`src/rtl/approx_add_pkg.sv`:
```
// Shared constants and arithmetic helpers for the approximate adder pipeline.
// Helpers work on MAX_W-wide zero-extended operands so any W < MAX_W can use them.
package approx_add_pkg;

  localparam int   MAX_W       = 64;
  localparam logic MODE_EXACT  = 1'b0;
  localparam logic MODE_APPROX = 1'b1;

  // Lower k bits are OR-ed; the top of that field still produces a carry into the exact upper part.
  function automatic logic [MAX_W:0] approx_sum(input logic [MAX_W-1:0] a,
                                                input logic [MAX_W-1:0] b,
                                                input int unsigned      k);
    logic [MAX_W:0] lo;
    logic [MAX_W:0] hi;
    logic           c;
    lo = '0;
    c  = 1'b0;
    for (int i = 0; i < MAX_W; i++) begin
      if (i < int'(k)) lo[i] = a[i] | b[i];
      if (k > 0 && i == int'(k) - 1) c = a[i] & b[i];
    end
    hi = (({1'b0, a} >> k) + ({1'b0, b} >> k) + {{MAX_W{1'b0}}, c}) << k;
    return hi | lo;
  endfunction

  function automatic logic [MAX_W:0] err_mag(input logic [MAX_W:0] x,
                                             input logic [MAX_W:0] y);
    return (x >= y) ? (x - y) : (y - x);
  endfunction

endpackage

```
`src/rtl/approx_add_stat.sv`:
```
// Error statistics: running maximum error and saturating count of erroneous beats.
module approx_add_stat #(
  parameter int W     = 12,
  parameter int CNT_W = 16
) (
  input  logic             clk,
  input  logic             rst_n,
  input  logic             clr,
  input  logic             fire,
  input  logic [W:0]       err,
  output logic [W:0]       max_err,
  output logic [CNT_W-1:0] err_cnt
);

  // Clear has priority over a beat delivered in the same cycle.
  always_ff @(posedge clk or negedge rst_n) begin
    if (!rst_n) begin
      max_err <= '0;
      err_cnt <= '0;
    end else if (clr) begin
      max_err <= '0;
      err_cnt <= '0;
    end else if (fire) begin
      if (err > max_err) max_err <= err;
      if (err != '0 && err_cnt != '1) err_cnt <= err_cnt + CNT_W'(1);
    end
  end

endmodule

```
`src/rtl/approx_add_pipe.sv`:
```
// Exact/approximate adder with a stall-together valid/ready pipeline and error statistics.
// Both results ride the pipe; the error is formed at the output stage.
module approx_add_pipe
  import approx_add_pkg::*;
#(
  parameter int W      = 12,
  parameter int K      = 5,
  parameter int STAGES = 2,
  parameter int CNT_W  = 16
) (
  input  logic             clk,
  input  logic             rst_n,
  input  logic             in_valid,
  output logic             in_ready,
  input  logic [W-1:0]     a,
  input  logic [W-1:0]     b,
  input  logic             mode,
  output logic             out_valid,
  input  logic             out_ready,
  output logic [W:0]       sum,
  input  logic             stat_clr,
  output logic [W:0]       max_err,
  output logic [CNT_W-1:0] err_cnt
);

  generate
    if (STAGES < 1 || STAGES > 3) begin : g_bad_stages
      $error("approx_add_pipe: STAGES must be 1, 2 or 3");
    end
    if (K < 0 || K >= W) begin : g_bad_k
      $error("approx_add_pipe: K must satisfy 0 <= K < W");
    end
    if (W < 4 || W >= MAX_W) begin : g_bad_w
      $error("approx_add_pipe: W out of supported range");
    end
  endgenerate

  logic [MAX_W-1:0]           a_x, b_x;
  logic [MAX_W:0]             appr_x, err_x;
  logic [W:0]                 exact_in, sel_in, err_out;
  logic [STAGES-1:0]          vld_q;
  logic [STAGES:0]            vld_pipe;
  logic [STAGES-1:0][W:0]     exact_q, sel_q;
  logic [STAGES:0][W:0]       exact_pipe, sel_pipe;
  logic                       adv, fire;
  logic                       unused_hi;

  assign a_x      = MAX_W'(a);
  assign b_x      = MAX_W'(b);
  assign appr_x   = approx_sum(a_x, b_x, K);
  assign exact_in = {1'b0, a} + {1'b0, b};
  // Mode is resolved at capture, so a beat's result never depends on later mode changes.
  assign sel_in   = (mode == MODE_APPROX) ? appr_x[W:0] : exact_in;

  // Slot 0 of each *_pipe view is the incoming beat; slot s+1 is register s.
  assign vld_pipe   = {vld_q, in_valid};
  assign exact_pipe = {exact_q, exact_in};
  assign sel_pipe   = {sel_q, sel_in};

  assign adv      = out_ready | ~vld_q[STAGES-1];
  assign in_ready = adv;

  always_ff @(posedge clk or negedge rst_n) begin
    if (!rst_n) begin
      vld_q   <= '0;
      exact_q <= '0;
      sel_q   <= '0;
    end else if (adv) begin
      for (int s = 0; s < STAGES; s++) begin
        vld_q[s]   <= vld_pipe[s];
        exact_q[s] <= exact_pipe[s];
        sel_q[s]   <= sel_pipe[s];
      end
    end
  end

  assign out_valid = vld_q[STAGES-1];
  assign sum       = sel_q[STAGES-1];
  assign fire      = out_valid & out_ready;

  assign err_x     = err_mag((MAX_W+1)'(exact_q[STAGES-1]), (MAX_W+1)'(sel_q[STAGES-1]));
  assign err_out   = err_x[W:0];
  assign unused_hi = ^{appr_x[MAX_W:W+1], err_x[MAX_W:W+1]};

  approx_add_stat #(
    .W     (W),
    .CNT_W (CNT_W)
  ) u_stat (
    .clk     (clk),
    .rst_n   (rst_n),
    .clr     (stat_clr),
    .fire    (fire),
    .err     (err_out),
    .max_err (max_err),
    .err_cnt (err_cnt)
  );

endmodule

```
`config.mk`:
```
export PLATFORM = sky130hd
export DESIGN_NAME = approx_add_pipe
export DESIGN_NICKNAME = d
export VERILOG_FILES = /design/src/rtl/approx_add_pkg.sv /design/src/rtl/approx_add_stat.sv /design/src/rtl/approx_add_pipe.sv
export SDC_FILE = /design/constraint.sdc
export NUM_CORES = 1
export LEC_CHECK = 0
export BUFFER_PORTS_ARGS = -buffer_cell sky130_fd_sc_hd__clkbuf_2
export CAP_MARGIN = 40
export CELL_PAD_IN_SITES_DETAIL_PLACEMENT = 1
export CELL_PAD_IN_SITES_GLOBAL_PLACEMENT = 2
export CORE_ASPECT_RATIO = 1.25
export CORE_MARGIN = 5
export CORE_UTILIZATION = 34
export CTS_BUF_LIST = sky130_fd_sc_hd__clkbuf_4 sky130_fd_sc_hd__clkbuf_8
export CTS_CLUSTER_DIAMETER = 50
export DETAILED_ROUTE_END_ITERATION = 7
export PLACE_DENSITY_LB_ADDON = 0.1
export REMOVE_ABC_BUFFERS = 1
export SLEW_MARGIN = 40
export SYNTH_ARGS = -nofsm -noshare
export SYNTH_HDL_FRONTEND = slang
export SYNTH_HIERARCHICAL = 1
export SYNTH_SLANG_ARGS = --single-unit
```
`constraint.sdc`:
```
create_clock -name clk -period 4.1 [get_ports clk]
set_clock_uncertainty 0.2 [all_clocks]
set_input_delay 0.82 -clock clk [delete_from_list [all_inputs] [get_ports clk]]
set_output_delay 0.82 -clock clk [all_outputs]
set_load 0.05 [all_outputs]
```
==> results of run 1 <==
==> worst reg2reg max path: stages, from the launching register on <==
cell       delay (ns)
dfrtp_1          0.43
inv_1            0.13
ha_4             0.16
fa_2             0.22
nand2b_4         0.14
a21oi_2          0.07
a21oi_2          0.15
or2b_1           0.25
a221oi_1         0.30
mux2i_1          0.13
xor2_1           0.19
ha_1             0.31
nand4_1          0.11
or3_4            0.41
a31oi_2          0.24
buf_4            0.21
o2111ai_1        0.14
o311ai_2         0.13
==> registers in the layout (all words and copies together), names as in the netlist <==
signal	flops
exact_pipe	26
u_stat/err_cnt	16
sel_pipe	13
sum	13
u_stat/max_err	13
vld_q	2
==> where the power goes <==
part | internal, uW | switching, uW
registers | 985 | 114
logic | 1560 | 2180
clock network | 232 | 335
total | 2780 | 2630
==> metal layers <==
layer,routed length (um),track usage,vias up,part of all wire
li1,-,-,2563,-
met1,7280,0.195,2515,0.43
met2,8620,0.282,91,0.51
met3,553,0.0252,22,0.033
met4,416,0.0567,0,0.025
met5,0,0,-,0
==> cell usage in the layout, fill, tap and decap left out, drive strengths merged, types with 18 or more instances in the layout <==
| cell type | count |
|---|---|
| a21oi | 40 |
| buf | 55 |
| clkbuf | 83 |
| dfrtp | 83 |
| ha | 56 |
| inv | 66 |
| nand2 | 70 |
| nand4 | 19 |
| nor2 | 45 |
| o2111ai | 18 |
| o21ai | 48 |
| xor2 | 21 |
==> kinds of logic after synthesis <==
| group | after synthesis | share of synthesized area |
|---|---|---|
| AO/OA/AOI/OAI | 183 | 0.215 |
| AND/OR/NAND/NOR | 183 | 0.145 |
| buffers and inverters | 113 | 0.0883 |
| flip-flops | 83 | 0.342 |
| adder cells (fa/ha/maj) | 61 | 0.132 |
| XOR/XNOR | 35 | 0.0505 |
| multiplexers | 16 | 0.0272 |
==> what timing repair did <==
action,4_1_cts,5_1_grt
gates cloned,1,4
setup endpoints to repair,14,28
setup buffers,8,10
resized for setup,7,61
pin swaps,3,17
==> final cells by class <==
cell class,count,area (sq um),area share
well taps,224,280,0.0381
clock inverters,6,48.8,0.00663
inverters,64,240,0.0326
repair buffers,128,796,0.108
clock buffers,10,131,0.0178
multi-input cells,481,3790,0.515
flip-flops and latches,83,2080,0.282
==> worst min path at each step <==
stage	start	end	slack (ns)	depth (start not counted)
detailed placement	vld_q[0]	vld_q[0]	0.26	2
global placement	vld_q[0]	vld_q[0]	0.24	2
finish	rst_n	u_stat/max_err[1]	0.25	1
global route	rst_n	u_stat/max_err[2]	0.30	1
floorplan	vld_q[0]	vld_q[0]	0.23	2
CTS	vld_q[0]	vld_q[0]	0.28	2
==> per-stage QoR <==
stage / hold WS [ns] / utilization / std cells
final: 0.252 / 0.421 / 996
after global routing: 0.300 / 0.421 / 996
after CTS: 0.277 / 0.398 / 982
after detailed placement: 0.255 / 0.383 / 957
after global placement: 0.241 / 0.382 / 957
after floorplan: 0.230 / - / 625
==> summary.txt, run 1 <==
Synthesis
  • Top FF cell, synth: dfrtp_1
  • Post-Syn Area: around 6100 sq um
  • Post-synth ARST share: 1.00
  • Cell taking the most area after synthesis: dfrtp_1
  • Most common cell in the synthesized netlist: dfrtp_1
  • Sequential-to-total area share from yosys stat: 0.342
  • Most instantiated cells after synthesis: 83 x dfrtp_1, 70 x nand2_1, 63 x inv_1
  • Syn avg cell area: about 9.0 sq um
  • Synth Instances: 674
  • Yosys cell types: 69
  • Post-synth EDFFs: 0
  • Top post-synthesis cells by area: dfrtp_1 34%, ha_1 12%, nand2_1 4.3%
  • Post-synth top area share: 0.342
  • Number of synthesized register bits: between 80 and 90
  • Synthesis warning total: 6

Clock network
  • Clk pin slew, worst setup/hold paths: about 0.11 ns
  • H-tree depth: 3
  • Clock Latency Late Sink: approximately 0.38 ns
  • Root Driver: clkbuf_8
  • Clk buf depth: 2
  • CTS sink cnt: 83
  • CTS Buf Count: 9
  • CTS tree: yes
  • CTS Hold Bufs: 0

STA
  • Least-Margin Pin Slew: a little over 0.7 ns
  • Tmin final: ~4 ns
  • Pins Over Slew Limit: 0
  • Fmax: 248 MHz
  • Setup WS post-layout: approximately 0.074 ns
  • Fin. Hold Viols: 0
  • RSZ-0062 raised after global routing: true
  • Fin crit share: 0.982
  • Relative slew slack: 0.517
  • Total Neg Setup Slack: 0 ns
  • Final setup fails: 0

Cells and area
  • Proportion of layout cells with a drive suffix above 1: 0.286
  • Nets@finish: roughly 860
  • Cell area after layout: between 7000 and 8000 sq um
  • Diodes inserted: 0
  • Area growth syn-to-layout: 21.2%
  • Fillers: roughly 2000

Outcome
  • Status: finished, final reports clean

Critical path
  • Worst path slowest cell: dfrtp_1
  • RR Endpoint: u_stat/max_err[6]
  • Capture point of the worst path: u_stat/max_err[6]
  • Crit path largest cell delay: 0.43 ns
  • Crit-path leading delay family: compound AO/OA/AOI/OAI gates
  • Crit path from: exact_pipe[26]
  • Crit-path cells: inv_1 > ha_4 > fa_2 > nand2b_4 > a21oi_2 > a21oi_2 > or2b_1 > a221oi_1 > mux2i_1 > xor2_1 > ha_1 > nand4_1 > or3_4 > a31oi_2 > buf_4 > o2111ai_1 > o311ai_2
  • Critical path type: reg -> reg
  • Worst path depth: 17
  • Buf/Inv on CP: 2
  • Reg2reg start: exact_pipe[26]
  • R2r worst-path depth: 17
  • CP Launch Type: register
  • Worst R2R Setup Slack: roughly 0.074 ns
  • Crit-path max FO: 6
  • Critical path arrival: just over 4 ns
  • CP Capture Type: register
  • CP most frequent cell: a21oi_2
  • Data required, critical path: between 4 and 5 ns

Global routing
  • Total global-route track usage: 0.160
  • Initial antenna violation count: 0
  • GRT overflow: 0
  • Pin count of the biggest net entering global routing: 84
  • First-pass GRT wire length: 27400 um
  • Number of global-route vias before repair: ~5600

Placed design
  • Dpl cell area: 6690 sq um
  • Port bufs: 73
  • Final HPWL DP: around 12000 um
  • Setup slack at placement: -0.139 ns
  • Placer's final routability congestion estimate: 0.877

Floorplan
  • Die Width: 130 um
  • Die area: between 20000 and 25000 sq um
  • Die Height: between 150 and 200 um
  • Site Rows: 54
  • Initial Utilization: 0.347
  • # IOs: between 70 and 80
  • Core Region: roughly 17000 sq um

Route
  • Via Count: between 5000 and 6000
  • Number of vias per cell: 5.21
  • Routed WL: roughly 17000 um
  • Iter 0 DRT Violations: roughly 230
  • First-pass DRT Iterations: 4
  • Routed length per instance: between 15 and 20 um
  • Antenna viol nets, final: 0
  • DRC Markers: 0

Power
  • Pleak: 0.00343 uW
  • Max IR drop VDD: about 0.42 mV
  • Cell Pwr Density: ~730 nW/um^2
  • Power, Total: approximately 5400 uW

Flow run
  • Max Cap Viol: 0

Hold path
  • Worst hold path type: in -> async
Power figures use the tool's default switching activity.
==> run 2, diff against run 1 <==
Settings changed: CORE_UTILIZATION 34 to 38.
Clock period 4.1 ns to 4.3 ns, I/O delays scaled along.
==> run 2 against run 1 <==
Critical path depth is the same. Combinational power down 19%. Via count decreased by 2.9%. Routed wire length decreased by 5.8%. Worst setup slack better by 0.018 ns. Cell count down 4.7%. Die area decreased by 9.8%. Critical path type unchanged. Largest power group unchanged.
==> summary.txt, run 2 (synthesis gave the netlist of run 1 again) <==
STA
  • Fmax: 238 MHz
  • Least-Margin Pin Slew: approximately 0.73 ns
  • Pins Over Slew Limit: 0
  • Hold WS: between 0.2 and 0.3 ns
  • Fin. Hold Viols: 0
  • Tmin final: 4.21 ns
  • Relative slew slack: 0.514
  • Final setup fails: 0
  • Fin crit share: 0.979
  • Setup WS post-layout: between 0.09 and 0.1 ns

Critical path
  • Crit-path cells: inv_1 > ha_1 > nor2b_2 > o21ai_2 > nand3_4 > a31oi_4 > o21bai_2 > buf_4 > buf_4 > mux2i_1 > xnor2_1 > ha_1 > nand2_1 > or3_4 > o31a_4 > o2111ai_1 > o311ai_2
  • Critical path arrival: between 4 and 5 ns
  • RR Endpoint: u_stat/max_err[5]
  • CP Launch Type: register
  • CP Capture Type: register
  • R2r worst-path depth: 17
  • Critical path type: reg -> reg
  • Data required, critical path: between 4 and 5 ns
  • Reg2reg start: sum[1]
  • Crit-path max FO: 7
  • Crit path largest cell delay: 0.45 ns
  • Worst path slowest cell: dfrtp_2
  • Worst R2R Setup Slack: 0.09 ns

Clock network
  • CTS tree: yes
  • Clk buf depth: 2
  • CTS Buf Count: 9
  • Clock Latency Late Sink: roughly 0.37 ns
  • CTS Hold Bufs: 0
  • H-tree depth: 3
  • CTS sink cnt: between 80 and 90
  • Root Driver: clkbuf_8
  • Clk pin slew, worst setup/hold paths: about 0.09 ns

Power
  • Max IR drop VDD: roughly 0.24 mV
  • Sw Share: 0.501
  • Logic gate share of total power: 0.655
  • Int Pwr: 2310 uW
  • Clock power share: 0.118
  • Cell Pwr Density: between 600 and 700 nW/um^2
  • Power, Total: 4620 uW
  • Pleak: about 0.0033 uW
  • Sequential share of power: 0.227
  • Psw: approximately 2300 uW

Route
  • Iter 0 DRT Violations: between 300 and 400
  • Antenna viol nets, final: 0
  • Via Count: 5039
  • Routed length per instance: between 15 and 20 um
  • Routed WL: 15900 um
  • DRC Markers: 0
  • First-pass DRT Iterations: 4
  • WL met3: 574 um
  • WL met1: 6860 um
  • DR WL met2: around 8200 um
  • Max layer used: met4
  • Number of vias per cell: 5.31

Hold path
  • Hold path start: exact_pipe[19]
  • Worst hold path type: reg -> reg
  • Hold EP: exact_pipe[19]
  • Worst Hold Depth: 2

Placed design
  • Final HPWL DP: 11700 um
  • Dpl cell area: about 6500 sq um
  • Port bufs: between 70 and 80
  • Setup slack at placement: -0.0184 ns
  • Cells after DPL: between 900 and 1000
  • Placer's final routability congestion estimate: between 0.8 and 0.9

Cells and area
  • Nets@finish: 823
  • Fillers: around 1900
  • Cell area after layout: roughly 6900 sq um
  • Max reg flops: 26
  • Area growth syn-to-layout: 14.4%
  • FF/Latch Area: about 2100 sq um
  • Diodes inserted: 0
  • Fin cells: approximately 950
  • Commonest non-fill, non-tap cell in the layout: dfrtp_1
  • Proportion of layout cells with a drive suffix above 1: 0.227
  • Most frequent cells in the layout: 82 x dfrtp_1, 72 x clkbuf_2, 70 x nand2_1, 60 x inv_1, 48 x ha_1
  • Multi-input gate area: 3660 sq um

Floorplan
  • Site Rows: 51
  • Core Region: between 15000 and 20000 sq um
  • # IOs: 74
  • Die Width: 123 um
  • Die Height: 151 um
  • Die area: about 19000 sq um
  • Initial Utilization: 0.389

Global routing
  • Total global-route track usage: 0.171
  • GRT overflow: 0
  • Initial antenna violation count: 0
  • First-pass GRT wire length: between 20000 and 30000 um
  • Pin count of the biggest net entering global routing: 84
  • Number of global-route vias before repair: between 5000 and 6000

Outcome
  • Status: finished, final reports clean

Flow run
  • Max Cap Viol: 0
run 2: cell count changes in the layout (fill, tap and decap cells not counted), sizes merged:
| cell | change |
|---|---|
| clkinv | +2 |
| buf | -35 |
| clkinvlp | -2 |
run 2: routing by layer:
metal,GRT usage,up-vias
li1,-,2487
met1,0.211,2457
met5,0,-
met2,0.303,80
met4,0.0560,0
met3,0.0284,15
run 2: how the worst max path moves through the flow:
stage                 from                end  slack [ns]  depth (start not counted)
finish              sum[1]  u_stat/max_err[5]        0.09                         17
global route        sum[9]  u_stat/max_err[5]       -0.04                         17
CTS                 sum[2]  u_stat/max_err[5]       0.008                         14
detailed placement  sum[0]  u_stat/max_err[4]       -0.02                         15
global placement    sum[2]  u_stat/max_err[4]        0.13                         15
floorplan           sum[1]  u_stat/max_err[6]       -0.41                         15
run 2: stage by stage:
step / utilization / TNS (ns)
final: 0.444 / 0
after detailed placement: 0.419 / -0.0184
after global placement: 0.418 / 0
after global routing: 0.444 / -0.0631
after CTS: 0.430 / 0
after floorplan: - / -5.17
run 2: final cells by class:
type                       count  area share
inverter                      64      0.0346
clock buffer                  10      0.0189
timing repair buffer          93      0.0751
tap                          212      0.0382
clock inverter                 6     0.00720
multi-input combinational    481       0.527
sequential                    83       0.299
run 2: power groups by stage:
stage,combinational (uW),clock [uW],sequential (uW)
floorplan,1690,0,1270
global placement,2710,0,1050
detailed placement,2770,0,1060
CTS,2780,569,1050
global route,3320,592,1080
finish,3030,544,1050
run 2: critical path, delay by kind of cell, from the launching register on:
kind | cells | cell delay (ns)
AOI/OAI and AO/OA | 6 | 1.17
xor gates and xnor gates | 1 | 0.35
adders and majority gates | 2 | 0.47
buffers and inverters | 3 | 0.48
DFF | 1 | 0.45
muxes | 1 | 0.13
and+or+nand+nor | 4 | 0.80
run 2: timing repair:
action	4_1_cts	5_1_grt
resized for setup	1	40
cloned	0	4
endpoints found under the setup margin	1	20
buffers inserted	0	2
pin swaps	0	13
